$ cat src/rtl/id_ex_stage.sv
// ID/EX pipeline register with EX/MEM and MEM/WB operand forwarding and load-use detection.
// Outputs follow capture by one cycle; stall holds, flush (dominant) loads a bubble, load_use asks ID to stall.
module id_ex_stage #(
  parameter int W = 32,
  parameter int CW = 3,
  parameter logic [CW-1:0] BUBBLE_CTRL = 3'd2
) (
  input  logic          clk,
  input  logic          rst_n,
  input  logic          stall,
  input  logic          flush,
  input  logic          in_valid,
  input  logic [W-1:0]  in_rs_val,
  input  logic [W-1:0]  in_rt_val,
  input  logic [W-1:0]  in_imm,
  input  logic [4:0]    in_rs_addr,
  input  logic [4:0]    in_rt_addr,
  input  logic [4:0]    in_rd_addr,
  input  logic [CW-1:0] in_alu_ctrl,
  input  logic          in_alusrc,
  input  logic          in_regwrite,
  input  logic          in_memread,
  input  logic          in_memwrite,
  input  logic          in_memtoreg,
  input  logic          exmem_regwrite,
  input  logic [4:0]    exmem_rd,
  input  logic [W-1:0]  exmem_res,
  input  logic          memwb_regwrite,
  input  logic [4:0]    memwb_rd,
  input  logic [W-1:0]  memwb_data,
  output logic [W-1:0]  Op1,
  output logic [W-1:0]  Op2,
  output logic [CW-1:0] ALUCtrl,
  output logic [W-1:0]  out_store_data,
  output logic          out_valid,
  output logic [4:0]    out_rd,
  output logic          out_regwrite,
  output logic          out_memread,
  output logic          out_memwrite,
  output logic          out_memtoreg,
  output logic          load_use
);

  typedef struct packed {
    logic          valid;
    logic [W-1:0]  rs_val;
    logic [W-1:0]  rt_val;
    logic [W-1:0]  imm;
    logic [4:0]    rs_addr;
    logic [4:0]    rt_addr;
    logic [4:0]    rd;
    logic [CW-1:0] alu_ctrl;
    logic          alusrc;
    logic          regwrite;
    logic          memread;
    logic          memwrite;
    logic          memtoreg;
  } idex_t;

  localparam idex_t BUBBLE = '{alu_ctrl: BUBBLE_CTRL, default: '0};

  idex_t idex_q, idex_d;
  idex_t cap;
  logic [W-1:0] fwd_a, fwd_b;
  logic ex_is_load;

  // Control bits of an invalid ID slot are dropped so no stray write or memory access escapes.
  always_comb begin
    cap          = BUBBLE;
    cap.valid    = in_valid;
    cap.rs_val   = in_rs_val;
    cap.rt_val   = in_rt_val;
    cap.imm      = in_imm;
    cap.rs_addr  = in_rs_addr;
    cap.rt_addr  = in_rt_addr;
    cap.rd       = in_rd_addr;
    cap.alu_ctrl = in_alu_ctrl;
    cap.alusrc   = in_alusrc;
    cap.regwrite = in_regwrite & in_valid;
    cap.memread  = in_memread & in_valid;
    cap.memwrite = in_memwrite & in_valid;
    cap.memtoreg = in_memtoreg & in_valid;
  end

  always_comb begin
    idex_d = idex_q;
    if (flush) begin
      idex_d = BUBBLE;
    end else if (!stall) begin
      idex_d = cap;
    end
  end

  always_ff @(posedge clk or negedge rst_n) begin
    if (!rst_n) begin
      idex_q <= BUBBLE;
    end else begin
      idex_q <= idex_d;
    end
  end

  // EX/MEM is checked first: it holds the younger producer.
  assign fwd_a = (exmem_regwrite && (exmem_rd != 5'd0) && (exmem_rd == idex_q.rs_addr)) ? exmem_res :
                 (memwb_regwrite && (memwb_rd != 5'd0) && (memwb_rd == idex_q.rs_addr)) ? memwb_data :
                 idex_q.rs_val;

  assign fwd_b = (exmem_regwrite && (exmem_rd != 5'd0) && (exmem_rd == idex_q.rt_addr)) ? exmem_res :
                 (memwb_regwrite && (memwb_rd != 5'd0) && (memwb_rd == idex_q.rt_addr)) ? memwb_data :
                 idex_q.rt_val;

  assign Op1            = fwd_a;
  assign Op2            = idex_q.alusrc ? idex_q.imm : fwd_b;
  assign out_store_data = fwd_b;
  assign ALUCtrl        = idex_q.alu_ctrl;
  assign out_valid      = idex_q.valid;
  assign out_rd         = idex_q.rd;
  assign out_regwrite   = idex_q.valid & idex_q.regwrite;
  assign out_memread    = idex_q.valid & idex_q.memread;
  assign out_memwrite   = idex_q.valid & idex_q.memwrite;
  assign out_memtoreg   = idex_q.valid & idex_q.memtoreg;

  // rt only matters to the consumer when it is a register operand or store data.
  assign ex_is_load = out_valid && out_memread && (idex_q.rd != 5'd0);
  assign load_use   = ex_is_load &&
                      ((idex_q.rd == in_rs_addr) ||
                       ((idex_q.rd == in_rt_addr) && (!in_alusrc || in_memwrite)));

endmodule

$ cat config.mk
export PLATFORM = sky130hd
export DESIGN_NAME = id_ex_stage
export DESIGN_NICKNAME = d
export VERILOG_FILES = /design/src/rtl/id_ex_stage.sv
export SDC_FILE = /design/constraint.sdc
export NUM_CORES = 1
export LEC_CHECK = 0
export BUFFER_PORTS_ARGS = -buffer_cell sky130_fd_sc_hd__buf_2
export CAP_MARGIN = 10
export CORE_MARGIN = 2
export CORE_UTILIZATION = 49
export DETAILED_ROUTE_END_ITERATION = 6
export GPL_ROUTABILITY_DRIVEN = 0
export GPL_TIMING_DRIVEN = 0
export MAX_ROUTING_LAYER = met4
export PLACE_DENSITY_LB_ADDON = 0.2
export SYNTH_ARGS = -nofsm -noshare
export SYNTH_HDL_FRONTEND = slang
export SYNTH_SLANG_ARGS = --single-unit
export TNS_END_PERCENT = 5
$ cat constraint.sdc
create_clock -name clk -period 1.9 [get_ports clk]
set_input_delay 0 -clock clk [delete_from_list [all_inputs] [get_ports clk]]
set_output_delay 0 -clock clk [all_outputs]
set_load 0.02 [all_outputs]
# [Word-level counts from Yosys, hierarchy flattened]
# Cells that the tools add are included.
[word_totals] reg_bits=120 inputBits=200 out_inout_bits=110 elab_cells=51
[classes] n_eq_ne=7 n_mux=7 n_bitwise=8 n_reduce_logical=16
[op_table] operator="$mux 120" count=2
[op_table] operator="$mux 32" count=5
[op_table] operator="$eq 5x5->1" count=6
[op_table] operator="$reduce_bool 5->1" count=3
[op_table] operator="$logic_and 1x1->1" count=10
[op_table] operator="$and 1x1->1" count=8
[op_table] operator="$logic_or 1x1->1" count=2
[op_table] operator="$ne 2x1->1 const B" count=1
[op_table] operator="$logic_not 1->1" count=1

# [Depth between registers and ports, before layout]
[depth] depth_word=6 mapped_depth=7 mapped_depth_nobuf=5

# [Worst setup path after synthesis]
# Ideal clock, no wire load.
[synth_timing] kind="flip-flop to output port" start="register idex_q[14] (netlist name)" end="output Op2[0]" arrival_time_ns=1.859 required_time_ns=1.900 slack_ns=0.041 stages_incl_launch_ff=6 cell_sequence="dfrtp_1 > xor2_1 > nor3_1 > nand4_4 > mux2i_1 > a221oi_1"
[synth_via] elab_chain_len=5
[synth_rtl] item="start: declaration" line="62" source="idex_t idex_q, idex_d;"
[synth_rtl] item="start signal: assignment" line="98" source="idex_q <= idex_d;"
[synth_rtl] item="$eq 5x5->1" line="108" source="(memwb_regwrite && (memwb_rd != 5'd0) && (memwb_rd == idex_q.rt_addr)) ? memwb_data :"
[synth_rtl] item="$logic_and 1x1->1" line="108"
[synth_rtl] item="$mux 32" line="108"
[synth_rtl] item="$mux 32 (*)" line="107" source="assign fwd_b = (exmem_regwrite && (exmem_rd != 5'd0) && (exmem_rd == idex_q.rt_addr)) ? exmem_res :"
[synth_rtl] item="$mux 32 (*)" line="112" source="assign Op2 = idex_q.alusrc ? idex_q.imm : fwd_b;"
[synth_rtl] item="end: declaration" line="32" source="output logic [W-1:0] Op2,"
# Mark *: on every way between the ends. The rest lies on a longest branch, timed or not.

# [Worst setup path after layout]
[layout_timing] start="register idex_q[17] (netlist name)" end="output Op2[13]"
# The elaborated chain is that of the path after synthesis.

==> impl_metrics.yaml <==
status:
  status: "finished, violations left"
  violations: "negative setup slack"
routing:
  route.detailed.drc: 0
  routed_wl_um: 28700
  drtIter0Drc: 558
  via_count: 8032
  via_per_inst: 5.57
  ant_nets: 0
  drt-wirelength-per-cell_um: 19.9
  drt_first_pass_iters: 5
min_path:
  hold_path_class: "in2reg"
  min_path_cells: 2
clock_tree:
  cts.sinks: 120
  clkTransAtPathRegs_ns: 0.06
  htree_levels: 4
  insertion_delay_ns: 0.42
  clk_path_buf_depth: 2
  root_buffer: "clkbuf_16"
  cts_tree: "yes"
  cts_buffers: 17
synth:
  syn_nets: 981
  synthAdderAreaFrac_pct: 0
  synth_cells: 781
  ys_seq_area_share_pct: 40.3
  synth.distinct_cells: 31
  yosys_warnings: 0
  ys_ff_latch: 120
  synth-compound-area-share_pct: 11.5
  synth_top_family_by_area: "multiplexers"
  synth.area.mux_share_pct: 24.0
  syn_area_um2: 7460
  syn_avg_cell_area_um2: 9.55
  synthSimpleGateAreaFrac_pct: 13.7
  post_synth_xor_area_fraction_pct: 3.52
timing:
  maxSlewHeadroom_pct: 41.4
  report.final.hold_viol_count: 0
  finalWorstSetupSlack_ns: -0.437
  setup_violations: 96
  fin_crit_ns: 2.34
  tightest_slew_ns: 0.880
  fin_setup_tns_ns: -30.35
  hold_slack_ns: 0.0163
  max_freq_ghz: 0.428
  min_period_over_period_pct: 123
  rsz0062_at_grt: "yes"
  finalMaxSlewViolations: 0
  skew_ns: 0
placement:
  placed_cells: 1277
  placed_cell_area_um2: 9270
  dp_hpwl_um: 18800
  portBuffers: 307
  post-place-ws_ns: -0.360
cells_and_area:
  drive_above_1_share_pct: 37.9
  fin_util_pct: 78.0
  fin_area_um2: 11700
  fin_nets: 1438
  multiInputGateArea_um2: 4180
  area_growth_pct: 57.1
  ff_latch_area_um2: 3000
  nFillCells: 1011
  layoutNonFillerInstCount: 1441
die:
  pin_count: 310
  die_area_um2: 16200
  dieWidth_um: 127
  rows: 45
  start_util_pct: 49.6
  core_area_um2: 15000
  dieHeight_um: 127
global_route:
  grt_pass1_wl_um: 42300
  grt-ovfl-total: 0
  grt_antenna_before_repair: 1
  grt_max_degree: 85
  grt_pass1_vias: 8212
  grt_usage_pct: 34.9
worst_setup_path:
  crit_fanout: 5
  crit_arrival_ns: 2.34
  criticalPathCategory: "reg2out"
  critPathRequiredTime_ns: 1.90
  reg2reg_depth: 4
  endpoint_kind: "output port"
  cp-start-kind: "flop"
power:
  p_leak_nw: 5.82
  finalPower_mw: 8.32
  max-vdd-ir-drop_uv: 666
  power_density_nw_per_um2: 710
run:
  max_cap_viol_count: 0
==> critical path, cell delays in order, from the launching register on <==
cell and delay, ns:
dfrtp_1 0.43, xor2_1 0.17, nor3_2 0.22, nand4_4 0.11
buf_12 0.18, buf_12 0.14, mux2i_4 0.20, a221oi_4 0.29
buf_6 0.17
==> flip-flops by register name (all words and copies together), names as in the netlist <==
| register | flops |
|---|---|
| ALUCtrl | 3 |
| idex_q | 111 |
| out_rd | 5 |
| out_valid | 1 |
==> cell families after synthesis <==
group                  count (synthesis)
AND/OR/NAND/NOR                      245
multiplexers                         179
flip-flops                           120
AO/OA/AOI/OAI                        106
buffers and inverters                101
XOR/XNOR                              30
==> final timing paths <==
check	endpoint	slack, ns	from
worst max-delay path	Op2[13]	-0.44	idex_q[17]
worst min-delay path	idex_q[17]	0.02	flush
worst max register to register	idex_q[4]	0.21	idex_q[4]
worst min register to register	idex_q[2]	0.52	idex_q[2]
max in group asynchronous	ALUCtrl[1]	1.07	rst_n
min in group asynchronous	idex_q[29]	0.05	rst_n
==> routing by layer <==
metal  wire length [um]  global-route usage, %  up-vias
li1                   -                      -     3612
met4                930                   13.8        0
met2              14500                   59.2      461
met3               2170                   8.67       95
met5                  0                      -        -
met1              11100                   39.9     3864
==> synth_stat cells, drive strengths merged <==
master	count	share of area, %
dfrtp	119	40
xnor2	12	1.4
nand3	1	0.067
nand2	36	1.8
xor2	18	2.1
nand4	2	0.37
clkbuf	28	1.4
nor2b	2	0.17
inv	32	1.6
nor2	157	7.9
o21ai	33	2.2
mux2i	179	24
or4	3	0.30
o21a	2	0.20
a221oi	32	6.3
buf	41	4.0
and2	4	0.34
a21oi	36	2.4
nor3	38	2.5
and4	2	0.23
a211o	1	0.12
dfstp	1	0.35
a31oi	2	0.25
==> cell usage in the layout, fill, tap and decap left out, drive strengths merged, types with 3 or more instances in the layout <==
master	instances
a21oi	36
a221oi	32
and2	4
buf	358
bufinv	4
clkbuf	47
clkinv	4
dfrtp	119
diode	3
dlygate4sd3	124
inv	32
mux2i	179
nand2	36
nor2	157
nor3	38
o21ai	33
or4	3
xnor2	12
xor2	18
==> report_power, final <==
part           leakage [nW]  total, mW  switching [mW]  internal, mW
clock                 0.300       3.43            1.18          2.25
combinational          3.93       2.08            1.12         0.962
sequential             1.59       2.81           0.110          2.70
==> cell type report <==
type / count / area share, %
antenna: 3 / 0.0640
buffer: 68 / 4.27
clock buffer: 22 / 3.96
clock inverter: 9 / 1.26
inverter: 32 / 1.02
multi-input combinational: 560 / 35.7
sequential: 120 / 25.6
tap: 188 / 2.01
timing repair buffer: 439 / 26.1
==> what timing repair did <==
action,in CTS,in global routing
hold buffers,124,0
endpoints found under the hold margin,239,0
setup buffers,6,0
gates cloned,1,0
pin swaps,44,6
endpoints found under the setup margin,96,99
gates resized for setup,100,76
Note: power is estimated with default switching activity, not from simulation.
